==> src/rtl/sdram_cmd_pkg.sv <==
// Shared SDRAM command encodings, bus widths and scheduler state type.
package sdram_cmd_pkg;

  localparam int unsigned ADDR_W = 11;
  localparam int unsigned BA_W   = 2;
  localparam int unsigned CMD_W  = 4;

  // {cs_n, ras_n, cas_n, we_n}
  typedef logic [CMD_W-1:0] cmd_t;

  localparam cmd_t CMD_DESL = 4'b1111;
  localparam cmd_t CMD_NOP  = 4'b0111;
  localparam cmd_t CMD_PRE  = 4'b0010;
  localparam cmd_t CMD_REF  = 4'b0001;
  localparam cmd_t CMD_MRS  = 4'b0000;
  localparam cmd_t CMD_ACT  = 4'b0011;
  localparam cmd_t CMD_RD   = 4'b0101;
  localparam cmd_t CMD_WR   = 4'b0100;

  typedef struct packed {
    cmd_t              cmd;
    logic [ADDR_W-1:0] addr;
    logic [BA_W-1:0]   ba;
  } sdram_bus_t;

  typedef enum logic [3:0] {
    RST_WAIT,
    I_PRE,
    I_REF1,
    I_REF2,
    I_MRS,
    I_MRS_WAIT,
    IDLE,
    R_PRE,
    R_REF,
    R_WAIT,
    USER
  } sched_state_t;

  function automatic int unsigned max_u(input int unsigned a, input int unsigned b);
    return (a > b) ? a : b;
  endfunction

endpackage

==> src/rtl/sdram_refresh_timer.sv <==
// Refresh interval timer with saturating refresh debt and sticky overflow.
module sdram_refresh_timer
  import sdram_cmd_pkg::*;
#(
  parameter int unsigned REFI_CYC    = 187,
  parameter int unsigned URGENT_DEBT = 4
) (
  input  logic clk,
  input  logic resetN,
  input  logic i_en,
  input  logic i_ref_issue,
  output logic o_pending,
  output logic o_urgent,
  output logic o_overflow
);

  localparam int unsigned CNT_W    = $clog2(REFI_CYC + 1);
  localparam int unsigned DEBT_W   = 4;
  localparam int unsigned DEBT_MAX = 8;

  logic [CNT_W-1:0]  r_cnt;
  logic [DEBT_W-1:0] r_debt;
  logic              r_pending;
  logic              r_urgent;
  logic              r_overflow;
  logic              w_expire;
  logic [DEBT_W-1:0] w_debt_nxt;

  assign w_expire = i_en && (r_cnt == '0);

  // An expiry and a REF in the same cycle cancel out.
  always_comb begin
    w_debt_nxt = r_debt;
    if (w_expire && !i_ref_issue && (r_debt != DEBT_W'(DEBT_MAX))) begin
      w_debt_nxt = r_debt + DEBT_W'(1);
    end else if (i_ref_issue && !w_expire) begin
      w_debt_nxt = r_debt - DEBT_W'(1);
    end
  end

  always_ff @(posedge clk or negedge resetN) begin
    if (!resetN) begin
      r_cnt      <= CNT_W'(REFI_CYC - 1);
      r_debt     <= '0;
      r_pending  <= 1'b0;
      r_urgent   <= 1'b0;
      r_overflow <= 1'b0;
    end else begin
      if (i_en) begin
        r_cnt <= w_expire ? CNT_W'(REFI_CYC - 1) : (r_cnt - CNT_W'(1));
      end
      r_debt    <= w_debt_nxt;
      r_pending <= (w_debt_nxt != '0);
      r_urgent  <= (w_debt_nxt >= DEBT_W'(URGENT_DEBT));
      if (w_expire && (r_debt == DEBT_W'(DEBT_MAX))) begin
        r_overflow <= 1'b1;
      end
    end
  end

  assign o_pending  = r_pending;
  assign o_urgent   = r_urgent;
  assign o_overflow = r_overflow;

endmodule

==> src/rtl/sdram_init_refresh_sched.sv <==
// SDRAM command-bus owner: power-up sequence, periodic AUTO REFRESH and
// req/gnt hand-over of the registered command pins to the user controller.
module sdram_init_refresh_sched
  import sdram_cmd_pkg::*;
#(
  parameter int unsigned       INIT_WAIT_CYC = 4800,
  parameter int unsigned       TRP_CYC       = 2,
  parameter int unsigned       TRFC_CYC      = 4,
  parameter int unsigned       TMRD_CYC      = 2,
  parameter int unsigned       REFI_CYC      = 187,
  parameter int unsigned       URGENT_DEBT   = 4,
  parameter logic [ADDR_W-1:0] MODE_REG      = 11'h020
) (
  input  logic              clk,
  input  logic              resetN,
  input  logic              usr_req,
  output logic              usr_gnt,
  input  logic              usr_cs_n,
  input  logic              usr_ras_n,
  input  logic              usr_cas_n,
  input  logic              usr_we_n,
  input  logic [ADDR_W-1:0] usr_addr,
  input  logic [BA_W-1:0]   usr_ba,
  output logic              refresh_pending,
  output logic              refresh_urgent,
  output logic              refresh_overflow,
  output logic              init_done,
  output logic              sdram_cke,
  output logic              sdram_cs_n,
  output logic              sdram_ras_n,
  output logic              sdram_cas_n,
  output logic              sdram_we_n,
  output logic [ADDR_W-1:0] sdram_addr,
  output logic [BA_W-1:0]   sdram_ba
);

  localparam int unsigned WAIT_MAX =
    max_u(max_u(INIT_WAIT_CYC, TRP_CYC), max_u(TRFC_CYC, TMRD_CYC));
  localparam int unsigned CNT_W = $clog2(WAIT_MAX + 1);

  localparam sdram_bus_t BUS_RST = '{cmd: CMD_DESL, addr: '0, ba: '0};
  localparam sdram_bus_t BUS_NOP = '{cmd: CMD_NOP,  addr: '0, ba: '0};
  localparam sdram_bus_t BUS_PRE = '{cmd: CMD_PRE,  addr: ADDR_W'(1 << 10), ba: '0};
  localparam sdram_bus_t BUS_REF = '{cmd: CMD_REF,  addr: '0, ba: '0};
  localparam sdram_bus_t BUS_MRS = '{cmd: CMD_MRS,  addr: MODE_REG, ba: '0};

  sched_state_t     r_state;
  logic [CNT_W-1:0] r_cnt;
  logic             r_cke;
  logic             r_gnt;
  logic             r_init_done;
  sdram_bus_t       r_bus;
  logic             w_ref_issue;
  logic             w_pending;

  // REF is driven on the edge that leaves R_PRE; the timer debits on that edge.
  assign w_ref_issue = (r_state == R_PRE) && (r_cnt == '0);

  sdram_refresh_timer #(
    .REFI_CYC    (REFI_CYC),
    .URGENT_DEBT (URGENT_DEBT)
  ) u_refresh_timer (
    .clk         (clk),
    .resetN      (resetN),
    .i_en        (r_init_done),
    .i_ref_issue (w_ref_issue),
    .o_pending   (w_pending),
    .o_urgent    (refresh_urgent),
    .o_overflow  (refresh_overflow)
  );

  // Each command loads r_cnt with (gap - 1); the next step fires when it hits zero.
  always_ff @(posedge clk or negedge resetN) begin
    if (!resetN) begin
      r_state     <= RST_WAIT;
      r_cnt       <= CNT_W'(INIT_WAIT_CYC);
      r_cke       <= 1'b0;
      r_gnt       <= 1'b0;
      r_init_done <= 1'b0;
      r_bus       <= BUS_RST;
    end else begin
      r_cke <= 1'b1;
      r_bus <= BUS_NOP;
      if (r_cnt != '0) begin
        r_cnt <= r_cnt - CNT_W'(1);
      end
      case (r_state)
        RST_WAIT: if (r_cnt == '0) begin
          r_bus   <= BUS_PRE;
          r_cnt   <= CNT_W'(TRP_CYC - 1);
          r_state <= I_PRE;
        end
        I_PRE: if (r_cnt == '0) begin
          r_bus   <= BUS_REF;
          r_cnt   <= CNT_W'(TRFC_CYC - 1);
          r_state <= I_REF1;
        end
        I_REF1: if (r_cnt == '0) begin
          r_bus   <= BUS_REF;
          r_cnt   <= CNT_W'(TRFC_CYC - 1);
          r_state <= I_REF2;
        end
        I_REF2: if (r_cnt == '0) begin
          r_bus   <= BUS_MRS;
          r_cnt   <= CNT_W'(TMRD_CYC - 1);
          r_state <= I_MRS;
        end
        I_MRS, I_MRS_WAIT: begin
          if (r_cnt == '0) begin
            r_init_done <= 1'b1;
            r_state     <= IDLE;
          end else begin
            r_state <= I_MRS_WAIT;
          end
        end
        // Owed refresh always beats a user request.
        IDLE: begin
          if (w_pending) begin
            r_bus   <= BUS_PRE;
            r_cnt   <= CNT_W'(TRP_CYC - 1);
            r_state <= R_PRE;
          end else if (usr_req) begin
            r_gnt   <= 1'b1;
            r_state <= USER;
          end
        end
        R_PRE: if (r_cnt == '0) begin
          r_bus   <= BUS_REF;
          r_cnt   <= CNT_W'(TRFC_CYC - 1);
          r_state <= R_REF;
        end
        R_REF, R_WAIT: begin
          r_state <= (r_cnt == '0) ? IDLE : R_WAIT;
        end
        USER: begin
          if (usr_req) begin
            r_bus <= '{cmd:  {usr_cs_n, usr_ras_n, usr_cas_n, usr_we_n},
                       addr: usr_addr,
                       ba:   usr_ba};
          end else begin
            r_gnt   <= 1'b0;
            r_state <= IDLE;
          end
        end
        default: r_state <= RST_WAIT;
      endcase
    end
  end

  assign usr_gnt         = r_gnt;
  assign init_done       = r_init_done;
  assign refresh_pending = w_pending;
  assign sdram_cke       = r_cke;
  assign sdram_cs_n      = r_bus.cmd[3];
  assign sdram_ras_n     = r_bus.cmd[2];
  assign sdram_cas_n     = r_bus.cmd[1];
  assign sdram_we_n      = r_bus.cmd[0];
  assign sdram_addr      = r_bus.addr;
  assign sdram_ba        = r_bus.ba;

endmodule

==> config.mk <==
export PLATFORM = sky130hd
export DESIGN_NAME = sdram_init_refresh_sched
export DESIGN_NICKNAME = d
export VERILOG_FILES = /design/src/rtl/sdram_cmd_pkg.sv /design/src/rtl/sdram_refresh_timer.sv /design/src/rtl/sdram_init_refresh_sched.sv
export SDC_FILE = /design/constraint.sdc
export NUM_CORES = 1
export LEC_CHECK = 0
export CORE_MARGIN = 2
export CORE_UTILIZATION = 49
export DETAILED_ROUTE_END_ITERATION = 12
export GPL_ROUTABILITY_DRIVEN = 0
export PLACE_DENSITY = 0.72
export SLEW_MARGIN = 20
export SYNTH_ARGS = -nofsm -noshare
export SYNTH_HDL_FRONTEND = slang
export SYNTH_SLANG_ARGS = --single-unit
export TNS_END_PERCENT = 100
==> constraint.sdc <==
create_clock -name clk -period 1.9 [get_ports clk]
set_input_delay 0.38 -clock clk [delete_from_list [all_inputs] [get_ports clk]]
set_output_delay 0.38 -clock clk [all_outputs]
set_load 0.01 [all_outputs]
==> results of run 1 <==
## cells in the final DEF, fill, tap and decap left out, drive strengths merged, types with 3 or more instances in the layout
master,instances
buf,46
clkdlybuf4s50,41
dfrtp,39
a21oi,25
nand2,19
nor2,19
and2,14
inv,14
dfstp,13
nor3,10
o21ai,10
xor2,9
nor2b,9
nand3,9
nand4,7
ha,7
nor4,7
clkbuf,6
xnor2,5
o22ai,4
o21bai,3
nand4b,3
a31oi,3
o31ai,3
mux2i,3
## area by class of cell
type / instances / area (um^2)
fill: 439 / 1712
multi-input combinational: 205 / 1471
sequential: 52 / 1318
timing repair buffer: 87 / 782.0
tap: 72 / 90.09
clock buffer: 6 / 72.57
inverter: 13 / 56.30
clock inverter: 2 / 38.79
## power breakdown
| group | leakage, nW | internal [W] | switching (W) | total, W |
|---|---|---|---|---|
| sequential | 0.633 | 0.00137 | 0.000181 | 0.00155 |
| combinational | 0.930 | 0.000960 | 0.00109 | 0.00205 |
| clock | 0.0558 | 0.000399 | 0.000389 | 0.000788 |
| total | 1.62 | 0.00273 | 0.00166 | 0.00438 |
## cell families (layout without fill, tap and decap cells)
| family | Yosys count | after routing |
|---|---|---|
| buf+inv | 29 | 108 |
| simple gates | 109 | 109 |
| fa+ha+maj | 7 | 7 |
| mux | 4 | 4 |
| compound gates | 69 | 70 |
| xor+xnor | 14 | 14 |
| other cells | 1 | 1 |
| flops | 52 | 52 |
## routing by layer
layer / share of wire [%] / GRT usage, % / up-vias / wire length (um)
li1: - / - / 1177 / -
met1: 44 / 29.72 / 1210 / 3067
met2: 51 / 37.00 / 75 / 3538
met3: 4.7 / 4.382 / 8 / 327
met4: 0.93 / 5.932 / 0 / 65
met5: 0 / 0 / - / 0
## sequential cells by signal, summed over array words and instances (netlist names), 2 cells and up
| name | count |
|---|---|
| r_state | 4 |
| sdram_ba | 2 |
| u_refresh_timer.r_cnt | 8 |
| r_cnt | 13 |
| sdram_addr | 11 |
| u_refresh_timer.r_debt | 4 |
## stage by stage
step                      utilization [%]  setup WS (ns)  hold slack (ns)  cell area [um^2]   TNS (ns)
final                               69.11       -0.03171          0.04241              3829   -0.04372
after global routing                69.11        -0.1279          0.07024              3829     -1.025
after CTS                           67.32       -0.01269          0.05332              3730   -0.01269
after detailed placement            64.09       -0.07459           0.3959              3551    -0.1240
after global placement              64.09      -0.007522           0.3968              3551  -0.007522
after floorplan                         -        0.02391          0.08441              2835          0
## worst max-delay path by stage
stage                                    startpoint                             endpoint
4_1_cts                          r_cnt[0]$_DFF_PN0_  u_refresh_timer.o_pending$_DFF_PN0_
5_1_grt        u_refresh_timer.r_cnt[0]$_DFFE_PN0P_  u_refresh_timer.o_pending$_DFF_PN0_
6_report       u_refresh_timer.r_cnt[0]$_DFFE_PN0P_  u_refresh_timer.o_pending$_DFF_PN0_
3_5_place_dp   u_refresh_timer.r_cnt[0]$_DFFE_PN0P_  u_refresh_timer.o_pending$_DFF_PN0_
2_1_floorplan                    r_cnt[0]$_DFF_PN0_                   r_cnt[0]$_DFF_PN0_
3_3_place_gp   u_refresh_timer.r_cnt[0]$_DFFE_PN0P_  u_refresh_timer.o_pending$_DFF_PN0_
## synth_stat cells (all sizes together), types with 2 or more instances
library cell / count
a211o: 2
a211oi: 2
a21oi: 25
a221oi: 2
a22o: 2
a22oi: 2
a31o: 2
a31oi: 3
and2: 14
and3: 2
buf: 7
clkbuf: 9
dfrtp: 39
dfstp: 13
ha: 7
inv: 13
mux2i: 3
nand2: 19
nand3: 9
nand4: 7
nand4b: 3
nor2: 19
nor2b: 9
nor3: 10
nor4: 7
o21ai: 10
o21bai: 3
o221ai: 2
o22ai: 3
o31ai: 3
or3: 2
xnor2: 5
xor2: 9
## what timing repair did
action / CTS / global route
pin swaps: 9 / 12
setup buffers: 4 / 6
setup endpoints to repair: 9 / 24
cloned: 0 / 1
gates resized for setup: 11 / 11
hold buffers: 0 / 0
==> results.py, run 1 <==
metrics = {
    "clock_network": {
        "cts-htree-levels": 2,
        "clock_latency_ns": 0.31,
        "clkTransAtPathRegs_ns": 0.10,
        "cts-buffers-inserted": 5,
        "cts-root-buf": "clkbuf_8",
        "cts.sinks": 52,
        "cts_tree": "done",
        "cts_buffer_depth": 2,
    },
    "floorplan": {
        "die_h_um": 80.07,
        "rows": 27,
        "core_mm2": 0.005540,
        "ios": 43,
        "initial_core_util_pct": 51.17,
        "die_area_mm2": 0.006410,
        "die_x_um": 80.07,
    },
    "setup_path": {
        "r2r_cells": 10,
        "crit_arrival_ns": 2.12,
        "critical_path_class": "register to register",
        "cp_slowest_cell": "dfrtp_1",
        "cpLargestDelayFamily": "buffers and inverters",
        "crit_chain": "inv_2 -> ha_4 -> nor4b_4 -> buf_4 -> nand3_4 -> buf_6 -> a211o_1 -> o211ai_1 -> buf_4 -> o221ai_2",
        "path_common_cell": "buf_4",
        "critPathRequiredTime_ns": 2.09,
        "cp.depth": 10,
        "worstPathMaxFanout": 5,
        "endpoint_kind": "register",
        "rrSetupSlack_ns": -0.03,
        "crit_buf_inv": 4,
        "r2r-end": "u_refresh_timer.o_pending$_DFF_PN0_",
        "slowest_delay_ns": 0.40,
        "start_kind": "register",
        "rr_startpoint": "u_refresh_timer.r_cnt[0]$_DFFE_PN0P_",
    },
    "global_routing": {
        "grt_pass1_vias": 2454,
        "grt_max_degree": 53,
        "grt_pass1_wl_mm": 11.30,
        "overflow": 0,
        "track_usage_pct": 22.25,
        "antenna_found_initial": 0,
    },
    "drt": {
        "routed_wl_mm": 6.999,
        "via_per_inst": 5.652,
        "drc_errors": 0,
        "first_iter_violations": 120,
        "drtAntennaViolNets": 0,
        "wl_per_cell_um": 16.02,
        "via_count": 2470,
        "first_pass_iters": 4,
    },
    "synth": {
        "yosysTopAreaCellShare_pct": 34.42,
        "synth-edff-count": 0,
        "synth_top_family_by_area": "simple AND/OR/NAND/NOR gates",
        "synth_cell_type_count": 64,
        "synthAdderAreaFrac_pct": 3.089,
        "synth_mux_area_share_pct": 1.589,
        "synth-compound-area-share_pct": 17.30,
        "postSynthNetCount": 312,
        "syn_inst": 285,
        "syn_area_mm2": 0.002835,
        "synth_ff_type": "dfrtp_1",
        "synth-simple-area-share_pct": 22.55,
        "yosysTopAreaCell": "dfrtp_1",
        "synth-seq-cells": 52,
        "async_flop_share_pct": 100.0,
        "synth_xor_area_share_pct": 4.325,
        "synth_area_per_cell_um2": 9.948,
        "synth-warning-count": 0,
        "synth_area_leaders": "dfrtp_1, dfstp_2, a21oi_1",
        "seq_area_frac_synth_pct": 46.47,
    },
    "final_layout": {
        "area_growth_syn_to_layout_pct": 35.04,
        "num_antenna_cells": 0,
        "nets": 391,
        "drive_above_1_share_pct": 26.85,
        "layout.cells.non_filler": 437,
    },
    "place": {
        "dpl.cell_count": 418,
        "place_hpwl_mm": 4.554,
        "port_buffers": 42,
    },
    "sta": {
        "worstMarginPinSlew_ns": 0.5413,
        "min_period_ns": 1.932,
        "fin_crit_sh_pct": 101.7,
        "max_freq_mhz": 517.7,
        "setup_viol": 2,
        "slew_viol_final": 0,
        "finalWorstSetupSlack_ns": -0.03171,
        "rsz0062_at_grt": "true",
        "clock_skew_ns": 0.007091,
        "max_slew_margin_pct": 63.63,
        "hold_viol": 0,
    },
    "hold_path": {
        "min_path_type": "input port to asynchronous set/reset pin",
    },
    "run": {
        "drv_cap": 0,
    },
    "pwr": {
        "finalPower_w": 0.004383,
        "peakVddDrop_mv": 0.7153,
        "leakagePower_nw": 1.619,
        "p_per_area_mw_per_mm2": 1145,
    },
    "status": {
        "status": "complete, but fails checks",
        "violations": "setup timing",
    },
}
Note: power is estimated with default switching activity, not from simulation.
==> inputs of run 2 (changes only) <==
--- a/config.mk
+++ b/config.mk
@@ -5,11 +5,12 @@
 export SDC_FILE = /design/constraint.sdc
 export NUM_CORES = 1
 export LEC_CHECK = 0
-export CORE_MARGIN = 2
+export ABC_AREA = 1
 export CORE_UTILIZATION = 49
 export DETAILED_ROUTE_END_ITERATION = 12
 export GPL_ROUTABILITY_DRIVEN = 0
-export PLACE_DENSITY = 0.72
+export PLACE_DENSITY = 0.73
+export SETUP_SLACK_MARGIN = 0.02
 export SLEW_MARGIN = 20
 export SYNTH_ARGS = -nofsm -noshare
 export SYNTH_HDL_FRONTEND = slang
==> run 2 against run 1 <==
The run now ends clean; utilization decreased by 5.1 points; register-to-register slack improved by 0.12 ns; wire length decreased by 22%; critical endpoint is now r_cnt[10]$_DFF_PN0_; via count decreased by 5.9%.
==> results.py, run 2 <==
metrics = {
    "floorplan": {
        "initial_core_util_pct": 50.78,
        "rows": 27,
        "die_x_um": 77.31,
        "core_mm2": 0.005473,
        "ios": 43,
        "die_area_mm2": 0.005976,
        "die_h_um": 77.31,
    },
    "place": {
        "place_hpwl_mm": 4.133,
        "port_buffers": 42,
        "pre_cts_slack_ns": 0.04438,
        "place_area_mm2": 0.003356,
    },
    "drt": {
        "highest_layer": "met4",
        "first_iter_violations": 179,
        "routed_wl_mm": 5.471,
        "met2_length_mm": 2.505,
        "first_pass_iters": 4,
        "drc_errors": 0,
        "wl_per_cell_um": 11.47,
        "wl_met3_um": 280,
        "via_per_inst": 4.872,
        "via_count": 2324,
        "drtAntennaViolNets": 0,
        "drt-met1-wl_mm": 2.563,
    },
    "setup_path": {
        "cp.depth": 9,
        "endpoint_kind": "register",
        "crit_chain": "inv_2 -> buf_4 -> ha_1 -> nand2_1 -> nor2_1 -> nand2_1 -> nor2_1 -> xor2_1 -> nor2_2",
        "rr_startpoint": "r_cnt[0]$_DFF_PN0_",
        "r2r_cells": 9,
        "critical_path_class": "register to register",
        "slowest_delay_ns": 0.41,
        "rrSetupSlack_ns": 0.09,
        "start_kind": "register",
        "r2r-end": "r_cnt[10]$_DFF_PN0_",
        "worstPathMaxFanout": 4,
        "critPathRequiredTime_ns": 2.09,
        "worstSetupEndpoint": "r_cnt[10]$_DFF_PN0_",
        "cp_slowest_cell": "dfrtp_1",
        "crit_arrival_ns": 2.01,
        "cpLargestDelayFamily": "simple AND/OR/NAND/NOR gates",
        "crit_buf_inv": 2,
        "critPathLaunch": "r_cnt[0]$_DFF_PN0_",
    },
    "sta": {
        "fin_crit_sh_pct": 95.43,
        "finalWorstSetupSlack_ns": 0.08674,
        "hold_viol": 0,
        "finalSetupTns_ns": 0,
        "min_period_ns": 1.813,
        "slew_viol_final": 0,
        "setup_viol": 0,
        "rsz0062_at_grt": "true",
        "max_freq_mhz": 551.5,
        "clock_skew_ns": 0.009767,
    },
    "synth": {
        "yosysMostFrequentCell": "nand2_1",
        "yosysTopAreaCell": "dfrtp_1",
        "synth_ff_type": "dfrtp_1",
        "synth_cell_type_count": 32,
        "syn_inst": 348,
        "async_flop_share_pct": 100.0,
        "synthTopCellsByCount": "nand2_1, inv_1, nor2_1, dfrtp_1, nand3_1",
        "seq_area_frac_synth_pct": 47.41,
        "postSynthNetCount": 375,
        "synth_area_per_cell_um2": 7.985,
        "synth_area_leaders": "dfrtp_1, dfstp_2, nand2_1",
        "syn_area_mm2": 0.002779,
        "yosysTopAreaCellShare_pct": 35.12,
        "synth-seq-cells": 52,
        "synth-edff-count": 0,
        "synth-warning-count": 0,
    },
    "clock_network": {
        "cts-root-buf": "clkbuf_8",
        "cts-buffers-inserted": 5,
        "postCtsHoldBufs": 0,
        "cts-htree-levels": 2,
        "cts.sinks": 52,
        "clkTransAtPathRegs_ns": 0.10,
        "cts_buffer_depth": 2,
        "cts_tree": "done",
        "clock_latency_ns": 0.31,
    },
    "final_layout": {
        "area_growth_syn_to_layout_pct": 26.11,
        "final_cell_mix": "nand2_1, inv_1, nor2_1",
        "num_antenna_cells": 0,
        "largest_register_ffs": 13,
        "final_util_pct": 64.04,
        "regMostFlops": "r_cnt",
        "drive_above_1_share_pct": 18.77,
        "finalInstanceArea_mm2": 0.003505,
        "nets": 431,
        "layout_commonest_cell": "nand2_1",
    },
    "global_routing": {
        "grt_pass1_vias": 2296,
        "grt_max_degree": 53,
        "grt_pass1_wl_mm": 9.715,
        "antenna_found_initial": 0,
        "overflow": 0,
        "track_usage_pct": 20.38,
    },
    "hold_path": {
        "min_path_type": "input port to asynchronous set/reset pin",
    },
    "pwr": {
        "p_per_area_mw_per_mm2": 1451,
        "finalPower_w": 0.005085,
        "leakagePower_nw": 1.706,
        "peakVddDrop_mv": 0.8054,
    },
    "status": {
        "status": "complete, no violations",
    },
    "run": {
        "drv_cap": 0,
    },
}
## run 2: stage by stage
stage,hold WS (ns),std cells
after floorplan,0.08441,348
final,0.04312,477
after detailed placement,0.3951,469
after CTS,0.04643,477
after global routing,0.05585,477
after global placement,0.3941,469
## run 2: worst register-to-register path: cells and delay by family (launching register included)
| family | cells | cell delay, ns |
|---|---|---|
| xor gates and xnor gates | 1 | 0.19 |
| adders and majority gates | 1 | 0.23 |
| buffers and inverters | 2 | 0.21 |
| DFF | 1 | 0.41 |
| and+or+nand+nor | 5 | 0.67 |
## run 2: cells by family (layout without fill, tap and decap cells)
kind of cell	Yosys count	count (layout)	share of synthesized area [%]
xor+xnor	8	8	2.521
compound gates	33	33	6.754
buf+inv	56	113	7.879
simple gates	191	191	32.15
fa+ha+maj	7	7	3.152
flops	52	52	47.41
other cells	1	1	0.1349
## run 2: layout make-up
type / count / area, um^2
fillers: 476 / 1968
flip-flops and latches: 52 / 1318
multi-input cells: 240 / 1300
repair buffers: 53 / 510.5
inverters: 52 / 195.2
well taps: 72 / 90.09
clock buffers: 5 / 68.82
clock inverters: 3 / 22.52
## run 2: how the worst min path moves through the flow
stage,cells after the start,slack (ns),end
2_1_floorplan,0,0.08,init_done$_DFFE_PN0P_
3_3_place_gp,2,0.39,u_refresh_timer.o_overflow$_DFFE_PN0P_
3_5_place_dp,2,0.40,u_refresh_timer.o_overflow$_DFFE_PN0P_
4_1_cts,2,0.05,u_refresh_timer.o_overflow$_DFFE_PN0P_
5_1_grt,2,0.06,u_refresh_timer.r_cnt[6]$_DFFE_PN0P_
6_report,2,0.04,u_refresh_timer.o_overflow$_DFFE_PN0P_
## run 2: repair_timing
action,in CTS,in global routing
pin swaps,0,12
resized for setup,1,19
buffers inserted,0,0
endpoints found under the setup margin,1,9
gates cloned,0,0
## run 2: power by group
part           switching [W]  internal (W)
sequential          0.000295       0.00154
clock               0.000375      0.000265
combinational        0.00158       0.00104
total                0.00225       0.00284
## run 2: routing by layer
layer | vias up | global-route usage (%)
met5 | - | 0
met3 | 12 | 5.714
met1 | 1051 | 25.75
met4 | 0 | 7.736
met2 | 53 | 33.01
li1 | 1208 | -
